File: src/rtl/decoder_riscv_pkg.sv
// Shared constants, decoded-control bundle and safe default for the RV32I decode stage.
// Define DECODER_RV32M_EN to decode the M-extension (multiply/divide) encodings.
package decoder_riscv_pkg;

    localparam logic [4:0] OPC_LOAD     = 5'b00000;
    localparam logic [4:0] OPC_MISC_MEM = 5'b00011;
    localparam logic [4:0] OPC_OP_IMM   = 5'b00100;
    localparam logic [4:0] OPC_AUIPC    = 5'b00101;
    localparam logic [4:0] OPC_STORE    = 5'b01000;
    localparam logic [4:0] OPC_OP       = 5'b01100;
    localparam logic [4:0] OPC_LUI      = 5'b01101;
    localparam logic [4:0] OPC_BRANCH   = 5'b11000;
    localparam logic [4:0] OPC_JALR     = 5'b11001;
    localparam logic [4:0] OPC_JAL      = 5'b11011;
    localparam logic [4:0] OPC_SYSTEM   = 5'b11100;

    localparam logic [4:0] ALU_ADD  = 5'b00000;
    localparam logic [4:0] ALU_SLL  = 5'b00001;
    localparam logic [4:0] ALU_SLTS = 5'b00010;
    localparam logic [4:0] ALU_SLTU = 5'b00011;
    localparam logic [4:0] ALU_XOR  = 5'b00100;
    localparam logic [4:0] ALU_SRL  = 5'b00101;
    localparam logic [4:0] ALU_OR   = 5'b00110;
    localparam logic [4:0] ALU_AND  = 5'b00111;
    localparam logic [4:0] ALU_SUB  = 5'b01000;
    localparam logic [4:0] ALU_SRA  = 5'b01101;
    localparam logic [4:0] ALU_EQ   = 5'b11000;
    localparam logic [4:0] ALU_NE   = 5'b11001;
    localparam logic [4:0] ALU_LTS  = 5'b11100;
    localparam logic [4:0] ALU_GES  = 5'b11101;
    localparam logic [4:0] ALU_LTU  = 5'b11110;
    localparam logic [4:0] ALU_GEU  = 5'b11111;

    localparam logic [1:0] OP_A_RS1     = 2'd0;
    localparam logic [1:0] OP_A_CURR_PC = 2'd1;
    localparam logic [1:0] OP_A_ZERO    = 2'd2;

    localparam logic [2:0] OP_B_RS2   = 3'd0;
    localparam logic [2:0] OP_B_IMM_I = 3'd1;
    localparam logic [2:0] OP_B_IMM_U = 3'd2;
    localparam logic [2:0] OP_B_IMM_S = 3'd3;
    localparam logic [2:0] OP_B_INCR  = 3'd4;

    localparam logic [2:0] LDST_B  = 3'd0;
    localparam logic [2:0] LDST_H  = 3'd1;
    localparam logic [2:0] LDST_W  = 3'd2;
    localparam logic [2:0] LDST_BU = 3'd4;
    localparam logic [2:0] LDST_HU = 3'd5;

    localparam logic WB_EX_RESULT = 1'b0;
    localparam logic WB_LSU_DATA  = 1'b1;

    typedef struct packed {
        logic [1:0] op_a_sel;
        logic [2:0] op_b_sel;
        logic [4:0] alu_op;
        logic       mem_req;
        logic       mem_we;
        logic [2:0] mem_size;
        logic       gpr_we;
        logic       wb_src_sel;
        logic       illegal_instr;
        logic       branch;
        logic       jal;
        logic       jalr;
        logic       mdu_req;
        logic [2:0] mdu_op;
    } decoded_ctrl_t;

    // Side-effect-free bundle: used at reset and as the base for illegal instructions.
    function automatic decoded_ctrl_t ctrl_default();
        decoded_ctrl_t c;
        c               = '0;
        c.op_a_sel      = OP_A_RS1;
        c.op_b_sel      = OP_B_IMM_I;
        c.alu_op        = ALU_ADD;
        c.mem_size      = LDST_B;
        c.wb_src_sel    = WB_EX_RESULT;
        return c;
    endfunction

endpackage

File: src/rtl/decoder_riscv_core.sv
// Purely combinational RV32I instruction decoder producing a decoded_ctrl_t bundle.
// Define DECODER_RV32M_EN to accept OP encodings with funct7=0000001 as MDU requests.
module decoder_riscv_core
    import decoder_riscv_pkg::*;
(
    input  logic [31:0]   instr,
    output decoded_ctrl_t ctrl
);

    logic [4:0] opcode;
    logic [2:0] funct3;
    logic [6:0] funct7;
    logic       legal;
    logic       unused_fields;

    assign opcode        = instr[6:2];
    assign funct3        = instr[14:12];
    assign funct7        = instr[31:25];
    assign unused_fields = ^{instr[24:15], instr[11:7]};

    always_comb begin
        ctrl  = ctrl_default();
        legal = 1'b1;
        case (opcode)
            OPC_LOAD: begin
                ctrl.mem_req    = 1'b1;
                ctrl.gpr_we     = 1'b1;
                ctrl.wb_src_sel = WB_LSU_DATA;
                ctrl.mem_size   = funct3;
                legal           = !(funct3 == 3'd3 || funct3 == 3'd6 || funct3 == 3'd7);
            end
            OPC_STORE: begin
                ctrl.op_b_sel = OP_B_IMM_S;
                ctrl.mem_req  = 1'b1;
                ctrl.mem_we   = 1'b1;
                ctrl.mem_size = funct3;
                legal         = (funct3 <= 3'd2);
            end
            OPC_OP_IMM: begin
                ctrl.gpr_we = 1'b1;
                // Only the shift-immediates give meaning to imm[11:5].
                case (funct3)
                    3'd1: begin
                        ctrl.alu_op = ALU_SLL;
                        legal       = (funct7 == 7'b0000000);
                    end
                    3'd5: begin
                        if (funct7 == 7'b0000000)      ctrl.alu_op = ALU_SRL;
                        else if (funct7 == 7'b0100000) ctrl.alu_op = ALU_SRA;
                        else                           legal = 1'b0;
                    end
                    default: ctrl.alu_op = {2'b00, funct3};
                endcase
            end
            OPC_OP: begin
                ctrl.op_b_sel = OP_B_RS2;
                ctrl.gpr_we   = 1'b1;
                if (funct7 == 7'b0000000)
                    ctrl.alu_op = {2'b00, funct3};
                else if (funct7 == 7'b0100000 && (funct3 == 3'd0 || funct3 == 3'd5))
                    ctrl.alu_op = {2'b01, funct3};
`ifdef DECODER_RV32M_EN
                else if (funct7 == 7'b0000001) begin
                    ctrl.mdu_req = 1'b1;
                    ctrl.mdu_op  = funct3;
                end
`endif
                else
                    legal = 1'b0;
            end
            OPC_LUI: begin
                ctrl.op_a_sel = OP_A_ZERO;
                ctrl.op_b_sel = OP_B_IMM_U;
                ctrl.gpr_we   = 1'b1;
            end
            OPC_AUIPC: begin
                ctrl.op_a_sel = OP_A_CURR_PC;
                ctrl.op_b_sel = OP_B_IMM_U;
                ctrl.gpr_we   = 1'b1;
            end
            OPC_BRANCH: begin
                // Branch compare codes are {2'b11, funct3} for every defined funct3.
                ctrl.op_b_sel = OP_B_RS2;
                ctrl.branch   = 1'b1;
                ctrl.alu_op   = {2'b11, funct3};
                legal         = !(funct3 == 3'd2 || funct3 == 3'd3);
            end
            OPC_JAL: begin
                ctrl.op_a_sel = OP_A_CURR_PC;
                ctrl.op_b_sel = OP_B_INCR;
                ctrl.jal      = 1'b1;
                ctrl.gpr_we   = 1'b1;
            end
            OPC_JALR: begin
                ctrl.op_a_sel = OP_A_CURR_PC;
                ctrl.op_b_sel = OP_B_INCR;
                ctrl.jalr     = 1'b1;
                ctrl.gpr_we   = 1'b1;
                legal         = (funct3 == 3'd0);
            end
            OPC_MISC_MEM: legal = 1'b1;
            default:      legal = 1'b0;
        endcase

        if (instr[1:0] != 2'b11)
            legal = 1'b0;

        if (!legal) begin
            ctrl               = ctrl_default();
            ctrl.illegal_instr = 1'b1;
        end
    end

endmodule

File: src/rtl/decoder_riscv_stage.sv
// Registered RV32I decode stage: input queue, combinational decode, output register, illegal counter.
// Define DECODER_RV32M_EN to decode multiply/divide; otherwise mdu_req_o/mdu_op_o stay 0.
module decoder_riscv_stage
    import decoder_riscv_pkg::*;
#(
    parameter int INSTR_FIFO_DEPTH = 2,
    parameter int ILLEGAL_CNT_W    = 16
) (
    input  logic                     clk_i,
    input  logic                     rst_i,
    input  logic                     flush_i,
    input  logic                     instr_valid_i,
    output logic                     instr_ready_o,
    input  logic [31:0]              instr_i,
    input  logic [31:0]              pc_i,
    output logic                     out_valid_o,
    input  logic                     out_ready_i,
    output logic [31:0]              pc_o,
    output logic [31:0]              instr_o,
    output logic [1:0]               ex_op_a_sel_o,
    output logic [2:0]               ex_op_b_sel_o,
    output logic [4:0]               alu_op_o,
    output logic                     mem_req_o,
    output logic                     mem_we_o,
    output logic [2:0]               mem_size_o,
    output logic                     gpr_we_a_o,
    output logic                     wb_src_sel_o,
    output logic                     illegal_instr_o,
    output logic                     branch_o,
    output logic                     jal_o,
    output logic                     jalr_o,
    output logic                     mdu_req_o,
    output logic [2:0]               mdu_op_o,
    output logic [ILLEGAL_CNT_W-1:0] illegal_cnt_o
);

    // Both sides use valid/ready: a transfer happens on an edge where valid and ready are
    // both high; valid never waits on ready, and a bundle is held stable until accepted.

    localparam int AW = $clog2(INSTR_FIFO_DEPTH);

    logic [31:0]              q_instr [INSTR_FIFO_DEPTH];
    logic [31:0]              q_pc    [INSTR_FIFO_DEPTH];
    logic [AW-1:0]            wr_ptr;
    logic [AW-1:0]            rd_ptr;
    logic [AW:0]              count;
    logic                     full;
    logic                     empty;
    logic                     push;
    logic                     load;

    decoded_ctrl_t            head_ctrl;
    decoded_ctrl_t            out_ctrl;
    logic                     out_valid;
    logic [31:0]              out_pc;
    logic [31:0]              out_instr;
    logic [ILLEGAL_CNT_W-1:0] illegal_cnt;

    assign full          = (count == (AW+1)'(INSTR_FIFO_DEPTH));
    assign empty         = (count == '0);
    assign instr_ready_o = !full;
    assign push          = instr_valid_i && !full;
    assign load          = !empty && (!out_valid || out_ready_i);

    decoder_riscv_core u_core (
        .instr (q_instr[rd_ptr]),
        .ctrl  (head_ctrl)
    );

    always_ff @(posedge clk_i) begin
        if (push && !flush_i) begin
            q_instr[wr_ptr] <= instr_i;
            q_pc[wr_ptr]    <= pc_i;
        end
    end

    always_ff @(posedge clk_i) begin
        if (rst_i) begin
            wr_ptr <= '0;
            rd_ptr <= '0;
            count  <= '0;
        end else if (flush_i) begin
            wr_ptr <= '0;
            rd_ptr <= '0;
            count  <= '0;
        end else begin
            if (push) wr_ptr <= wr_ptr + AW'(1);
            if (load) rd_ptr <= rd_ptr + AW'(1);
            count <= count + (AW+1)'(push) - (AW+1)'(load);
        end
    end

    always_ff @(posedge clk_i) begin
        if (rst_i) begin
            out_valid <= 1'b0;
            out_ctrl  <= ctrl_default();
            out_pc    <= '0;
            out_instr <= '0;
        end else if (flush_i) begin
            out_valid <= 1'b0;
        end else if (load) begin
            out_valid <= 1'b1;
            out_ctrl  <= head_ctrl;
            out_pc    <= q_pc[rd_ptr];
            out_instr <= q_instr[rd_ptr];
        end else if (out_ready_i) begin
            out_valid <= 1'b0;
        end
    end

    // Counts delivered illegal instructions; a flush cycle leaves it untouched.
    always_ff @(posedge clk_i) begin
        if (rst_i)
            illegal_cnt <= '0;
        else if (!flush_i && out_valid && out_ready_i && out_ctrl.illegal_instr
                 && illegal_cnt != '1)
            illegal_cnt <= illegal_cnt + ILLEGAL_CNT_W'(1);
    end

    assign out_valid_o     = out_valid;
    assign pc_o            = out_pc;
    assign instr_o         = out_instr;
    assign ex_op_a_sel_o   = out_ctrl.op_a_sel;
    assign ex_op_b_sel_o   = out_ctrl.op_b_sel;
    assign alu_op_o        = out_ctrl.alu_op;
    assign mem_req_o       = out_ctrl.mem_req;
    assign mem_we_o        = out_ctrl.mem_we;
    assign mem_size_o      = out_ctrl.mem_size;
    assign gpr_we_a_o      = out_ctrl.gpr_we;
    assign wb_src_sel_o    = out_ctrl.wb_src_sel;
    assign illegal_instr_o = out_ctrl.illegal_instr;
    assign branch_o        = out_ctrl.branch;
    assign jal_o           = out_ctrl.jal;
    assign jalr_o          = out_ctrl.jalr;
    assign mdu_req_o       = out_ctrl.mdu_req;
    assign mdu_op_o        = out_ctrl.mdu_op;
    assign illegal_cnt_o   = illegal_cnt;

endmodule

File: config.mk
export PLATFORM = sky130hd
export DESIGN_NAME = decoder_riscv_stage
export DESIGN_NICKNAME = d
export VERILOG_FILES = /design/src/rtl/decoder_riscv_pkg.sv /design/src/rtl/decoder_riscv_core.sv /design/src/rtl/decoder_riscv_stage.sv
export SDC_FILE = /design/constraint.sdc
export NUM_CORES = 1
export LEC_CHECK = 0
export BUFFER_PORTS_ARGS = -buffer_cell sky130_fd_sc_hd__buf_4
export CAP_MARGIN = 40
export CELL_PAD_IN_SITES_DETAIL_PLACEMENT = 1
export CELL_PAD_IN_SITES_GLOBAL_PLACEMENT = 2
export CORE_MARGIN = 5
export CORE_UTILIZATION = 33
export DETAILED_ROUTE_END_ITERATION = 12
export GPL_TIMING_DRIVEN = 0
export PLACE_DENSITY_LB_ADDON = 0.25
export SLEW_MARGIN = 20
export SYNTH_ARGS = -nofsm -noshare
export SYNTH_HDL_FRONTEND = slang
export SYNTH_SLANG_ARGS = --single-unit
File: constraint.sdc
create_clock -name clk_i -period 6.6 [get_ports clk_i]
set_clock_uncertainty 0.05 [all_clocks]
set_input_delay 0.99 -clock clk_i [delete_from_list [all_inputs] [get_ports clk_i]]
set_output_delay 0.99 -clock clk_i [all_outputs]
set_load 0.02 [all_outputs]
==> impl_results.html, run 1 <==
<table>
<tr><th>Metric</th><th>Value</th></tr>
<tr><th colspan="2">Setup path</th></tr>
<tr><td>Nature of the critical path endpoint</td><td>flip-flop</td></tr>
<tr><td>Critical Path, Cell by Cell</td><td>buf_4, buf_6, mux2i_1, nand3_1, o221ai_1, o311ai_4, buf_6, o21ai_1</td></tr>
<tr><td>Library cell contributing the largest single delay on the critical path</td><td>sky130_fd_sc_hd__mux2i_1</td></tr>
<tr><td>Critical Path Fanout Max</td><td>10</td></tr>
<tr><td>CP Data Arrival Time</td><td>3090 ps</td></tr>
<tr><td>Critical Path Start Type</td><td>flip-flop</td></tr>
<tr><td>Kind of critical path</td><td>reg2reg</td></tr>
<tr><td>Worst Path Required</td><td>7010 ps</td></tr>
<tr><td>Largest stage delay on the critical path</td><td>580 ps</td></tr>
<tr><td>R2R setup slack</td><td>3930 ps</td></tr>
<tr><td>Library cell appearing most often on the critical path</td><td>sky130_fd_sc_hd__buf_6</td></tr>
<tr><th colspan="2">Floorplanning</th></tr>
<tr><td>Number of top-level pins</td><td>176</td></tr>
<tr><td>Initial Utilization</td><td>0.333</td></tr>
<tr><td>Die height</td><td>about 170 µm</td></tr>
<tr><td>Die X-Extent</td><td>175 µm</td></tr>
<tr><td>Row count</td><td>60</td></tr>
<tr><td>Die outline area</td><td>30500 µm²</td></tr>
<tr><td>Core box area</td><td>26800 µm²</td></tr>
<tr><th colspan="2">Timing</th></tr>
<tr><td>Final hold viol count</td><td>0</td></tr>
<tr><td>Final critical delay including setup and external delays</td><td>2670 ps</td></tr>
<tr><td>RSZ-0062 raised after global routing</td><td>false</td></tr>
<tr><td>Fin crit share</td><td>0.405</td></tr>
<tr><td>Highest achievable clock rate</td><td>374 MHz</td></tr>
<tr><td>Total negative slack</td><td>0 ps</td></tr>
<tr><td>Final setup viols</td><td>0</td></tr>
<tr><td>Number of max-slew violations in the final report</td><td>0</td></tr>
<tr><td>Worst-Margin Slew</td><td>781 ps</td></tr>
<tr><td>Final critical-path setup slack</td><td>3930 ps</td></tr>
<tr><td>Max-Slew Margin vs Limit</td><td>0.465</td></tr>
<tr><th colspan="2">Finish</th></tr>
<tr><td>Most common cell after layout, fill and taps aside</td><td>sky130_fd_sc_hd__buf_4</td></tr>
<tr><td>Fraction of final layout cells sized beyond drive strength 1</td><td>0.279</td></tr>
<tr><td>Ant. Diodes</td><td>0</td></tr>
<tr><td>Fill cell total of the finished layout</td><td>2846</td></tr>
<tr><td>Final Core Density</td><td>0.440</td></tr>
<tr><td>Layout Area Growth over Synthesis</td><td>31.9%</td></tr>
<tr><td>Final-stage net count</td><td>985</td></tr>
<tr><td>Most frequent cells in the layout</td><td>187 x sky130_fd_sc_hd__buf_4, 128 x sky130_fd_sc_hd__edfxtp_1, 106 x sky130_fd_sc_hd__dfxtp_1, 89 x sky130_fd_sc_hd__nor2_1, 66 x sky130_fd_sc_hd__a211oi_1</td></tr>
<tr><th colspan="2">Clocking</th></tr>
<tr><td>Clock transition time at the flip-flop clock pins of the worst setup and hold paths</td><td>60 ps</td></tr>
<tr><td>Number of hold buffers added after cts</td><td>0</td></tr>
<tr><td>Number of clock buffers inserted by TritonCTS</td><td>27</td></tr>
<tr><td>CTS tree</td><td>built</td></tr>
<tr><td>Post-CTS sizing</td><td>0</td></tr>
<tr><td>Number of buffers inserted by post-CTS setup repair</td><td>0</td></tr>
<tr><td>Cell at the root of the clock tree</td><td>sky130_fd_sc_hd__clkbuf_16</td></tr>
<tr><td>CTS H-tree depth</td><td>1</td></tr>
<tr><td>Longest Clk Path Bufs</td><td>3</td></tr>
<tr><td>Worst-Skew Late Latency</td><td>540 ps</td></tr>
<tr><td>Clock Sink Count</td><td>234</td></tr>
<tr><th colspan="2">Detailed routing</th></tr>
<tr><td>Antenna-violating nets left</td><td>0</td></tr>
<tr><td>DR DRC count</td><td>0</td></tr>
<tr><td>Detailed Route WL</td><td>around 24 mm</td></tr>
<tr><td>Routed wire per std cell</td><td>18.6 µm</td></tr>
<tr><td>Starting DRC count in detailed routing</td><td>between 150 and 200</td></tr>
<tr><td>Vias per cell</td><td>4.81</td></tr>
<tr><td>Vias after detailed routing</td><td>between 6000 and 7000</td></tr>
<tr><td>Number of search-and-repair iterations in the first detailed-routing pass</td><td>4</td></tr>
<tr><th colspan="2">Placement</th></tr>
<tr><td>Number of port buffers</td><td>171</td></tr>
<tr><td>Dpl hpwl</td><td>17.5 mm</td></tr>
<tr><td>GP Congestion</td><td>0.793</td></tr>
<tr><td>Place WS</td><td>3360 ps</td></tr>
<tr><th colspan="2">Worst hold path</th></tr>
<tr><td>Hold wc startpoint</td><td>alu_op_o[1]$_SDFFE_PP0P_</td></tr>
<tr><td>Hold/Removal Path Class</td><td>reg2reg</td></tr>
<tr><th colspan="2">Global routing</th></tr>
<tr><td>Combined global-route utilization of all metal layers</td><td>0.151</td></tr>
<tr><td>Overflow left after global routing</td><td>0</td></tr>
<tr><td>Maximum number of pins on one net before global-route repair</td><td>15</td></tr>
<tr><td>Initial antenna violation count</td><td>0</td></tr>
<tr><td>First-pass GRT wire length</td><td>about 37 mm</td></tr>
<tr><td>Via count of the first global-routing pass</td><td>about 6600</td></tr>
<tr><th colspan="2">Synthesis</th></tr>
<tr><td>Post-synth design cell area</td><td>8930 µm²</td></tr>
<tr><td>Number of warnings issued by yosys</td><td>0</td></tr>
<tr><td>Post-Syn Area per Cell</td><td>12.9 µm²</td></tr>
<tr><td>Post-synth ARST share</td><td>0</td></tr>
<tr><td>Gate count after technology mapping</td><td>693</td></tr>
<tr><td>Count of flip-flops with a built-in enable after synthesis</td><td>128</td></tr>
<tr><td>Most used flip-flop cell after synthesis</td><td>sky130_fd_sc_hd__edfxtp_1</td></tr>
<tr><td>Flip-flop and latch count after synthesis</td><td>234</td></tr>
<tr><td>Yosys cell types</td><td>57</td></tr>
<tr><td>Sequential cell area fraction in the yosys report</td><td>0.668</td></tr>
<tr><th colspan="2">Outcome</th></tr>
<tr><td>Run status</td><td>finished, final reports clean</td></tr>
<tr><th colspan="2">Pwr</th></tr>
<tr><td>Leak pwr</td><td>roughly 4.2 nW</td></tr>
<tr><td>Total power divided by cell area</td><td>310 nW/µm²</td></tr>
<tr><td>Overall power after layout</td><td>3.66 mW</td></tr>
<tr><td>Peak supply drop</td><td>roughly 0.21 mV</td></tr>
<tr><th colspan="2">Run</th></tr>
<tr><td>Max-Cap Viols</td><td>0</td></tr>
</table>
## area by class of cell
cell class                      instances  area, µm²  share of cell area
Sequential cell                       234       5970               0.506
Clock buffer                           34        742              0.0630
Timing Repair Buffer                  188       1440               0.122
Buffer                                 44        208              0.0176
Tap cell                              341        427              0.0362
Multi-Input combinational cell        414       2770               0.235
Clock inverter                         16        225              0.0191
Inverter                                4       15.0             0.00127
## worst paths after layout
check / endpoint / depth (start not counted)
setup / recovery: alu_op_o[3]$_SDFFE_PP0P_ / 8
setup reg to reg: alu_op_o[3]$_SDFFE_PP0P_ / 8
hold reg to reg: alu_op_o[1]$_SDFFE_PP0P_ / 2
hold / removal: alu_op_o[1]$_SDFFE_PP0P_ / 2
## through the flow
stage | std cells | area (µm²) | hold slack (ps)
after global placement | 1208 | 10700 | 389
after global routing | 1275 | 11800 | 424
after detailed placement | 1225 | 10800 | 400
after floorplan | 696 | 8940 | 453
final | 1275 | 11800 | 400
after CTS | 1275 | 11800 | 408
## cell families (layout without fill, tap and decap cells)
logic type	count (synthesis)	in the layout	share of synthesized area
AND/OR/NAND/NOR	182	182	0.0954
other	1	4	0.000420
buffers and inverters	48	286	0.0249
AO/OA/AOI/OAI	141	141	0.112
multiplexers	70	70	0.0811
XOR/XNOR	14	14	0.0137
flip-flops	234	234	0.668
adder cells (fa/ha/maj)	3	3	0.00420
## synthesized netlist by cell type, types with 4 or more instances
master	number	share of area
sky130_fd_sc_hd__nand2_1	30	0.013
sky130_fd_sc_hd__a211oi_1	66	0.055
sky130_fd_sc_hd__nand3_1	9	0.0050
sky130_fd_sc_hd__o21ai_1	10	0.0056
sky130_fd_sc_hd__mux2_2	5	0.0063
sky130_fd_sc_hd__or3_1	7	0.0049
sky130_fd_sc_hd__nor3b_1	6	0.0050
sky130_fd_sc_hd__clkbuf_1	29	0.012
sky130_fd_sc_hd__nor2b_1	4	0.0028
sky130_fd_sc_hd__a31oi_1	5	0.0035
sky130_fd_sc_hd__nor2_1	89	0.037
sky130_fd_sc_hd__o21a_1	5	0.0042
sky130_fd_sc_hd__dfxtp_1	106	0.24
sky130_fd_sc_hd__o31ai_1	5	0.0042
sky130_fd_sc_hd__buf_2	4	0.0022
sky130_fd_sc_hd__xnor2_1	6	0.0059
sky130_fd_sc_hd__xor2_1	8	0.0078
sky130_fd_sc_hd__mux2i_1	63	0.071
sky130_fd_sc_hd__o21ai_0	12	0.0067
sky130_fd_sc_hd__nor3_1	14	0.0078
sky130_fd_sc_hd__a21oi_1	15	0.0084
sky130_fd_sc_hd__edfxtp_1	128	0.43
sky130_fd_sc_hd__buf_4	6	0.0050
sky130_fd_sc_hd__inv_1	4	0.0017
sky130_fd_sc_hd__a22oi_1	4	0.0034
## sequential cells by signal, indices dropped and copies added (netlist names), 2 cells and up, named ones only
register       cells
illegal_cnt_o     16
instr_o           32
q_instr           64
ex_op_a_sel_o      2
count              2
pc_o              32
mem_size_o         3
q_pc              64
alu_op_o           5
ex_op_b_sel_o      3
## per-layer routing
layer | wire, µm | global-route usage | share of wire
met1 | 10600 | 0.190 | 0.45
met2 | 11500 | 0.264 | 0.48
met3 | 1130 | 0.0352 | 0.048
met4 | 512 | 0.0357 | 0.022
met5 | 0 | 0 | 0
## power breakdown
part | internal, mW | total [mW] | switching (mW)
Sequential | 1.61 | 1.65 | 0.0389
Combinational | 0.170 | 0.417 | 0.247
Clock | 0.993 | 1.59 | 0.595
## critical path, delay by kind of cell, from the launching register on
| kind | cells | cell delay, ps |
|---|---|---|
| AOI/OAI and AO/OA | 3 | 730 |
| buffers and inverters | 3 | 620 |
| DFF | 1 | 450 |
| muxes | 1 | 580 |
| and+or+nand+nor | 1 | 170 |
No activity file was read; power rests on OpenSTA's default activity.
==> inputs of run 2 (changes only) <==
CORE_UTILIZATION = 37   (was 33)
clock period = 2.6 ns   (was 6.6 ns; I/O delays follow)
==> impl_results.html, run 2 (synthesis results as in run 1) <==
<table>
<tr><th>Metric</th><th>Value</th></tr>
<tr><th colspan="2">Outcome</th></tr>
<tr><td>Run status</td><td>finished, final reports clean</td></tr>
<tr><th colspan="2">Detailed routing</th></tr>
<tr><td>Number of search-and-repair iterations in the first detailed-routing pass</td><td>4 (unchanged)</td></tr>
<tr><td>Antenna-violating nets left</td><td>0 (unchanged)</td></tr>
<tr><td>Routed wire per std cell</td><td>19.1 µm (+2.4%)</td></tr>
<tr><td>Detailed Route WL</td><td>24.9 mm (+4.9%)</td></tr>
<tr><td>DR DRC count</td><td>0 (unchanged)</td></tr>
<tr><td>Vias per cell</td><td>5.02 (+4.2%)</td></tr>
<tr><td>Starting DRC count in detailed routing</td><td>212 (+14%)</td></tr>
<tr><td>Vias after detailed routing</td><td>6550 (+6.7%)</td></tr>
<tr><th colspan="2">Floorplanning</th></tr>
<tr><td>Die X-Extent</td><td>165 µm (-5.2%)</td></tr>
<tr><td>Core box area</td><td>23600 µm² (-12%)</td></tr>
<tr><td>Die height</td><td>165 µm (-5.2%)</td></tr>
<tr><td>Row count</td><td>56 (-6.7%)</td></tr>
<tr><td>Die outline area</td><td>27400 µm² (-10%)</td></tr>
<tr><td>Initial Utilization</td><td>0.378 (+0.0450)</td></tr>
<tr><td>Number of top-level pins</td><td>176 (unchanged)</td></tr>
<tr><th colspan="2">Setup path</th></tr>
<tr><td>Largest stage delay on the critical path</td><td>480 ps (-100 ps)</td></tr>
<tr><td>R2R setup slack</td><td>130 ps (-3800 ps)</td></tr>
<tr><td>Combined buffer and inverter count along the critical path</td><td>3 (unchanged)</td></tr>
<tr><td>Worst Path Required</td><td>2940 ps (-4070 ps)</td></tr>
<tr><td>Nature of the critical path endpoint</td><td>flip-flop</td></tr>
<tr><td>Critical Path Fanout Max</td><td>10 (unchanged)</td></tr>
<tr><td>Kind of critical path</td><td>reg2reg</td></tr>
<tr><td>Depth of the critical timing path with buffers and inverters included</td><td>8 (unchanged)</td></tr>
<tr><td>Capturing element of the worst setup path</td><td>mem_req_o$_SDFFE_PP0P_</td></tr>
<tr><td>Worst reg2reg path endpoint</td><td>mem_req_o$_SDFFE_PP0P_</td></tr>
<tr><td>Library cell contributing the largest single delay on the critical path</td><td>sky130_fd_sc_hd__dfxtp_1</td></tr>
<tr><td>Worst reg2reg path depth</td><td>8 (unchanged)</td></tr>
<tr><td>CP Data Arrival Time</td><td>2810 ps (-280 ps)</td></tr>
<tr><td>Critical Path Start Type</td><td>flip-flop</td></tr>
<tr><td>Critical Path, Cell by Cell</td><td>buf_6, clkbuf_4, nor3b_1, o21ai_1, o221ai_1, o311ai_4, buf_6, o21ai_1</td></tr>
<tr><td>Kind of cell adding the most delay to the critical path</td><td>compound AO/OA/AOI/OAI gates</td></tr>
<tr><th colspan="2">Placement</th></tr>
<tr><td>Placed instance count</td><td>1196 (-2.4%)</td></tr>
<tr><td>Number of port buffers</td><td>171 (unchanged)</td></tr>
<tr><td>GP Congestion</td><td>0.833 (+5.1%)</td></tr>
<tr><td>Dpl hpwl</td><td>18.3 mm (+4.7%)</td></tr>
<tr><th colspan="2">Clocking</th></tr>
<tr><td>Clock transition time at the flip-flop clock pins of the worst setup and hold paths</td><td>60 ps (about the same)</td></tr>
<tr><td>CTS tree</td><td>built</td></tr>
<tr><td>Worst-Skew Late Latency</td><td>520 ps (-20 ps)</td></tr>
<tr><td>CTS H-tree depth</td><td>1 (unchanged)</td></tr>
<tr><td>Number of buffers inserted by post-CTS setup repair</td><td>0 (unchanged)</td></tr>
<tr><td>Clock Sink Count</td><td>234 (unchanged)</td></tr>
<tr><td>Number of clock buffers inserted by TritonCTS</td><td>26 (-3.7%)</td></tr>
<tr><td>Longest Clk Path Bufs</td><td>3 (unchanged)</td></tr>
<tr><td>Cell at the root of the clock tree</td><td>sky130_fd_sc_hd__clkbuf_16</td></tr>
<tr><th colspan="2">Timing</th></tr>
<tr><td>Worst-Margin Slew</td><td>815 ps (+34.1 ps)</td></tr>
<tr><td>Number of max-slew violations in the final report</td><td>0 (unchanged)</td></tr>
<tr><td>Fin crit share</td><td>0.951 (+0.546)</td></tr>
<tr><td>RSZ-0062 raised after global routing</td><td>false</td></tr>
<tr><td>Final setup viols</td><td>0 (unchanged)</td></tr>
<tr><td>Max-Slew Margin vs Limit</td><td>0.457 (-0.00784)</td></tr>
<tr><td>Highest achievable clock rate</td><td>404 MHz (+8.1%)</td></tr>
<tr><td>Final critical delay including setup and external delays</td><td>2470 ps (-200 ps)</td></tr>
<tr><td>Final hold viol count</td><td>0 (unchanged)</td></tr>
<tr><th colspan="2">Finish</th></tr>
<tr><td>Fraction of final layout cells sized beyond drive strength 1</td><td>0.268 (-0.0114)</td></tr>
<tr><td>Count of non-filler cells in the finished layout</td><td>1306 (+2.4%)</td></tr>
<tr><td>Leading registers by flop count</td><td>q_instr: 64 flops, q_pc: 64 flops</td></tr>
<tr><td>Most common cell after layout, fill and taps aside</td><td>sky130_fd_sc_hd__buf_4</td></tr>
<tr><td>Final Core Density</td><td>0.523 (+0.0835)</td></tr>
<tr><td>Layout Area Growth over Synthesis</td><td>38.3%</td></tr>
<tr><td>Fill cell total of the finished layout</td><td>2435 (-14%)</td></tr>
<tr><td>Most frequent cells in the layout</td><td>177 x sky130_fd_sc_hd__buf_4, 128 x sky130_fd_sc_hd__edfxtp_1, 105 x sky130_fd_sc_hd__dfxtp_1, 89 x sky130_fd_sc_hd__nor2_1, 66 x sky130_fd_sc_hd__a211oi_1</td></tr>
<tr><td>Final-stage net count</td><td>1037 (+5.3%)</td></tr>
<tr><th colspan="2">Pwr</th></tr>
<tr><td>Total power divided by cell area</td><td>736 nW/µm² (+140%)</td></tr>
<tr><td>Leak pwr</td><td>4.44 nW (+5.3%)</td></tr>
<tr><td>Overall power after layout</td><td>9.10 mW (+150%)</td></tr>
<tr><td>Peak supply drop</td><td>0.715 mV (+240%)</td></tr>
<tr><th colspan="2">Global routing</th></tr>
<tr><td>First-pass GRT wire length</td><td>38.1 mm (+3.0%)</td></tr>
<tr><td>Overflow left after global routing</td><td>0 (unchanged)</td></tr>
<tr><td>Via count of the first global-routing pass</td><td>7091 (+7.8%)</td></tr>
<tr><td>Maximum number of pins on one net before global-route repair</td><td>18 (+3)</td></tr>
<tr><td>Combined global-route utilization of all metal layers</td><td>0.178 (+0.0274)</td></tr>
<tr><td>Initial antenna violation count</td><td>2 (+2)</td></tr>
<tr><th colspan="2">Run</th></tr>
<tr><td>Max-Cap Viols</td><td>0 (unchanged)</td></tr>
<tr><th colspan="2">Worst hold path</th></tr>
<tr><td>Hold wc startpoint</td><td>instr_i[17]</td></tr>
<tr><td>Hold/Removal Path Class</td><td>in2reg</td></tr>
</table>
run 2: changes by cell type in the layout (fill, tap and decap cells not counted), moves of 2 or more:
cell,delta
sky130_fd_sc_hd__dlygate4sd3_1,+60
sky130_fd_sc_hd__buf_4,-10
sky130_fd_sc_hd__buf_8,+5
sky130_fd_sc_hd__mux2i_1,-5
sky130_fd_sc_hd__clkbuf_2,+4
sky130_fd_sc_hd__clkbuf_1,-3
sky130_fd_sc_hd__mux2i_2,+3
sky130_fd_sc_hd__buf_2,-2
sky130_fd_sc_hd__bufinv_16,-2
sky130_fd_sc_hd__diode_2,+2
sky130_fd_sc_hd__mux2i_4,+2
run 2: layout make-up:
type	count	area [µm²]	share of cell area
diodes	2	5.00	0.000405
plain buffers	44	231	0.0187
clock buffers	36	749	0.0607
clock inverters	12	136	0.0110
inverters	4	15.0	0.00122
multi-input cells	414	2840	0.230
flip-flops and latches	234	5970	0.483
well taps	319	399	0.0323
repair buffers	241	2020	0.163
run 2: through the flow:
| stage | setup slack (ps) | TNS, ps | hold slack [ps] | cell area [µm²] |
|---|---|---|---|---|
| final | 128 | 0 | 22.4 | 12400 |
| after global routing | 24.2 | 0 | 5.29 | 12400 |
| after CTS | 9.63 | 0 | 0.850 | 12300 |
| after detailed placement | -139 | -2710 | 397 | 10800 |
| after global placement | -1160 | -139320 | 389 | 10700 |
| after floorplan | -141 | -9030 | 439 | 8990 |
run 2: worst min path at each step:
stage,cells past startpoint,end,slack [ps]
2_1_floorplan,0,q_instr[0][0]$_DFFE_PP_,440
6_report,1,q_instr[0][17]$_DFFE_PP_,20
3_5_place_dp,2,ex_op_b_sel_o[1]$_SDFFE_PP0P_,400
3_3_place_gp,2,ex_op_b_sel_o[2]$_SDFFE_PP0P_,390
4_1_cts,1,q_instr[0][16]$_DFFE_PP_,0.8
5_1_grt,1,q_instr[1][17]$_DFFE_PP_,5
run 2: metal layers:
layer  vias to the layer above  GRT usage  routed length [µm]
met1                      3232      0.216               10300
met4                         0     0.0397                 442
li1                       3130          -                   -
met5                         -          0                   0
met3                        33     0.0412                1420
met2                       155      0.323               12800
run 2: power breakdown:
part	leakage, nW	internal, mW	switching [mW]
sequential	2.04	4.10	0.102
combinational	1.98	0.505	0.666
clock	0.432	2.30	1.42
total	4.44	6.91	2.19
run 2: timing repair:
item	CTS	global route
pin swaps	1	0
gates resized for setup	8	12
hold buffers	59	1
endpoints found under the setup margin	20	60
hold endpoints to repair	117	2
==> inputs of run 3 (changes only) <==
REMOVE_ABC_BUFFERS = 1   (was not set)
==> impl_results.html, run 3 (synthesis results as in run 1) <==
<table>
<tr><th>Metric</th><th>Value</th></tr>
<tr><th colspan="2">Outcome</th></tr>
<tr><td>Run status</td><td>finished, final reports clean</td></tr>
<tr><th colspan="2">Setup path</th></tr>
<tr><td>Library cell contributing the largest single delay on the critical path</td><td>sky130_fd_sc_hd__dfxtp_4</td></tr>
<tr><td>Kind of cell adding the most delay to the critical path</td><td>compound AO/OA/AOI/OAI gates</td></tr>
<tr><td>Critical Path, Cell by Cell</td><td>buf_16, nor4b_4, o21ai_2, or3_1, o32ai_4, o31ai_2, a211oi_1</td></tr>
<tr><td>Kind of critical path</td><td>reg2reg</td></tr>
<tr><td>R2R setup slack</td><td>120 ps (about the same)</td></tr>
<tr><td>CP Data Arrival Time</td><td>2850 ps (+40 ps)</td></tr>
<tr><td>Critical Path Fanout Max</td><td>27 (+17)</td></tr>
<tr><td>Critical Path Start Type</td><td>flip-flop</td></tr>
<tr><td>Largest stage delay on the critical path</td><td>440 ps (-40 ps)</td></tr>
<tr><td>Worst Path Required</td><td>2970 ps (+30 ps)</td></tr>
<tr><td>Combined buffer and inverter count along the critical path</td><td>1 (-2)</td></tr>
<tr><td>Nature of the critical path endpoint</td><td>flip-flop</td></tr>
<tr><th colspan="2">Clocking</th></tr>
<tr><td>Cell at the root of the clock tree</td><td>sky130_fd_sc_hd__clkbuf_16</td></tr>
<tr><td>Number of clock buffers inserted by TritonCTS</td><td>26 (unchanged)</td></tr>
<tr><td>Longest Clk Path Bufs</td><td>3 (unchanged)</td></tr>
<tr><td>Worst-Skew Late Latency</td><td>530 ps (about the same)</td></tr>
<tr><td>CTS H-tree depth</td><td>1 (unchanged)</td></tr>
<tr><td>Clock Sink Count</td><td>234 (unchanged)</td></tr>
<tr><td>CTS tree</td><td>built</td></tr>
<tr><td>Clock transition time at the flip-flop clock pins of the worst setup and hold paths</td><td>60 ps (about the same)</td></tr>
<tr><th colspan="2">Finish</th></tr>
<tr><td>Count of non-filler cells in the finished layout</td><td>1283 (-1.8%)</td></tr>
<tr><td>Most common cell after layout, fill and taps aside</td><td>sky130_fd_sc_hd__buf_4</td></tr>
<tr><td>Layout Area Growth over Synthesis</td><td>36.9%</td></tr>
<tr><td>Fill cell total of the finished layout</td><td>2399 (-1.5%)</td></tr>
<tr><td>Final-stage net count</td><td>1015 (-2.1%)</td></tr>
<tr><td>Most frequent cells in the layout</td><td>184 x sky130_fd_sc_hd__buf_4, 128 x sky130_fd_sc_hd__edfxtp_1, 104 x sky130_fd_sc_hd__dfxtp_1, 88 x sky130_fd_sc_hd__nor2_1, 66 x sky130_fd_sc_hd__a211oi_1</td></tr>
<tr><td>Fraction of final layout cells sized beyond drive strength 1</td><td>0.262 (-0.00634)</td></tr>
<tr><td>Leading registers by flop count</td><td>q_instr: 64 flops, q_pc: 64 flops</td></tr>
<tr><th colspan="2">Floorplanning</th></tr>
<tr><td>Row count</td><td>56 (unchanged)</td></tr>
<tr><td>Core box area</td><td>23600 µm² (unchanged)</td></tr>
<tr><td>Die height</td><td>165 µm (unchanged)</td></tr>
<tr><td>Initial Utilization</td><td>0.378 (unchanged)</td></tr>
<tr><td>Die outline area</td><td>27400 µm² (unchanged)</td></tr>
<tr><td>Die X-Extent</td><td>165 µm (unchanged)</td></tr>
<tr><td>Number of top-level pins</td><td>176 (unchanged)</td></tr>
<tr><th colspan="2">Detailed routing</th></tr>
<tr><td>Vias after detailed routing</td><td>6423 (-1.9%)</td></tr>
<tr><td>Routed wire per std cell</td><td>17.9 µm (-6.0%)</td></tr>
<tr><td>Starting DRC count in detailed routing</td><td>305 (+44%)</td></tr>
<tr><td>Number of search-and-repair iterations in the first detailed-routing pass</td><td>4 (unchanged)</td></tr>
<tr><td>Vias per cell</td><td>5.01 (-0.18%)</td></tr>
<tr><td>Detailed Route WL</td><td>23.0 mm (-7.6%)</td></tr>
<tr><td>Antenna-violating nets left</td><td>0 (unchanged)</td></tr>
<tr><td>DR DRC count</td><td>0 (unchanged)</td></tr>
<tr><th colspan="2">Placement</th></tr>
<tr><td>Number of port buffers</td><td>171 (unchanged)</td></tr>
<tr><td>Dpl hpwl</td><td>15.6 mm (-15%)</td></tr>
<tr><td>Place WS</td><td>-150 ps (-11.0 ps)</td></tr>
<tr><td>GP Congestion</td><td>0.809 (-2.9%)</td></tr>
<tr><td>Placed instance count</td><td>1165 (-2.6%)</td></tr>
<tr><th colspan="2">Global routing</th></tr>
<tr><td>Initial antenna violation count</td><td>1 (-1)</td></tr>
<tr><td>First-pass GRT wire length</td><td>36.4 mm (-4.3%)</td></tr>
<tr><td>Maximum number of pins on one net before global-route repair</td><td>56 (+38)</td></tr>
<tr><td>Combined global-route utilization of all metal layers</td><td>0.165 (-0.0127)</td></tr>
<tr><td>Overflow left after global routing</td><td>0 (unchanged)</td></tr>
<tr><td>Via count of the first global-routing pass</td><td>6872 (-3.1%)</td></tr>
<tr><th colspan="2">Timing</th></tr>
<tr><td>Highest achievable clock rate</td><td>404 MHz (-0.14%)</td></tr>
<tr><td>Final critical delay including setup and external delays</td><td>2480 ps (+3.34 ps)</td></tr>
<tr><td>Max-Slew Margin vs Limit</td><td>0.469 (+0.0124)</td></tr>
<tr><td>Hold WS</td><td>105 ps (+82.7 ps)</td></tr>
<tr><td>Final hold viol count</td><td>0 (unchanged)</td></tr>
<tr><td>Final critical-path setup slack</td><td>124 ps (-3.35 ps)</td></tr>
<tr><td>Final setup viols</td><td>0 (unchanged)</td></tr>
<tr><td>Fin crit share</td><td>0.952 (+0.00129)</td></tr>
<tr><td>Worst-Margin Slew</td><td>793 ps (-22.1 ps)</td></tr>
<tr><td>Number of max-slew violations in the final report</td><td>0 (unchanged)</td></tr>
<tr><td>RSZ-0062 raised after global routing</td><td>false</td></tr>
<tr><th colspan="2">Pwr</th></tr>
<tr><td>Total power divided by cell area</td><td>705 nW/µm² (-4.3%)</td></tr>
<tr><td>Leak pwr</td><td>4.36 nW (-1.8%)</td></tr>
<tr><td>Peak supply drop</td><td>0.494 mV (-31%)</td></tr>
<tr><th colspan="2">Worst hold path</th></tr>
<tr><td>Hold/Removal Path Class</td><td>in2reg</td></tr>
<tr><th colspan="2">Run</th></tr>
<tr><td>Max-Cap Viols</td><td>0 (unchanged)</td></tr>
</table>
run 3: through the flow:
stage          power [mW]  area [µm²]   util  setup TNS (ps)
2_1_floorplan        4.85        8740      -         -647990
4_1_cts              8.72       12200  0.516               0
3_3_place_gp         5.29       10400  0.441        -1259500
3_5_place_dp         5.32       10700  0.454           -1560
6_report             8.62       12200  0.518               0
5_1_grt              9.03       12200  0.518               0
run 3: final timing paths:
check,from,depth (start not counted),end
setup / recovery,flip-flop,7,mem_size_o[0]$_SDFFE_PP0P_
hold / removal,flush_i,2,count[1]$_SDFF_PP0_
setup reg to reg,flip-flop,7,mem_size_o[0]$_SDFFE_PP0P_
hold reg to reg,gpr_we_a_o$_SDFFE_PP0P_,2,gpr_we_a_o$_SDFFE_PP0P_
run 3: worst reg2reg max path, delay by kind of cell, from the launching register on:
family	cells	cell delay, ps
AND/OR/NAND/NOR	2	760
buffers and inverters	1	220
flip-flops	1	440
AO/OA/AOI/OAI	4	920
run 3: routing by layer:
layer / vias up / global-route usage / wire (µm)
li1: 3096 / - / -
met1: 3126 / 0.203 / 9770
met2: 166 / 0.287 / 11200
met3: 35 / 0.0494 / 1710
met4: 0 / 0.0386 / 372
met5: - / 0 / 0
run 3: final cells by class:
| type | count | area, µm² | share of cell area |
|---|---|---|---|
| tap | 319 | 399 | 0.0326 |
| clock inverter | 8 | 47.5 | 0.00389 |
| antenna | 1 | 2.50 | 0.000205 |
| clock buffer | 40 | 713 | 0.0583 |
| multi-input combinational | 415 | 2830 | 0.231 |
| timing repair buffer | 262 | 2250 | 0.184 |
| inverter | 4 | 15.0 | 0.00123 |
| sequential | 234 | 5970 | 0.488 |
run 3: report_power, final:
group / switching, mW / total (mW) / internal, mW / leakage (nW)
clock: 1.40 / 3.28 / 1.88 / 0.362
combinational: 0.618 / 1.13 / 0.513 / 1.97
sequential: 0.112 / 4.21 / 4.10 / 2.04
total: 2.13 / 8.62 / 6.49 / 4.36
run 3: timing repair:
item                                    in CTS  in global routing
hold buffers                                64                  0
pin swaps                                    1                  0
buffers inserted                             0                  1
endpoints found under the hold margin      128                  0
gates resized for setup                      5                  1
cloned                                       1                  1
endpoints found under the setup margin      16                 20
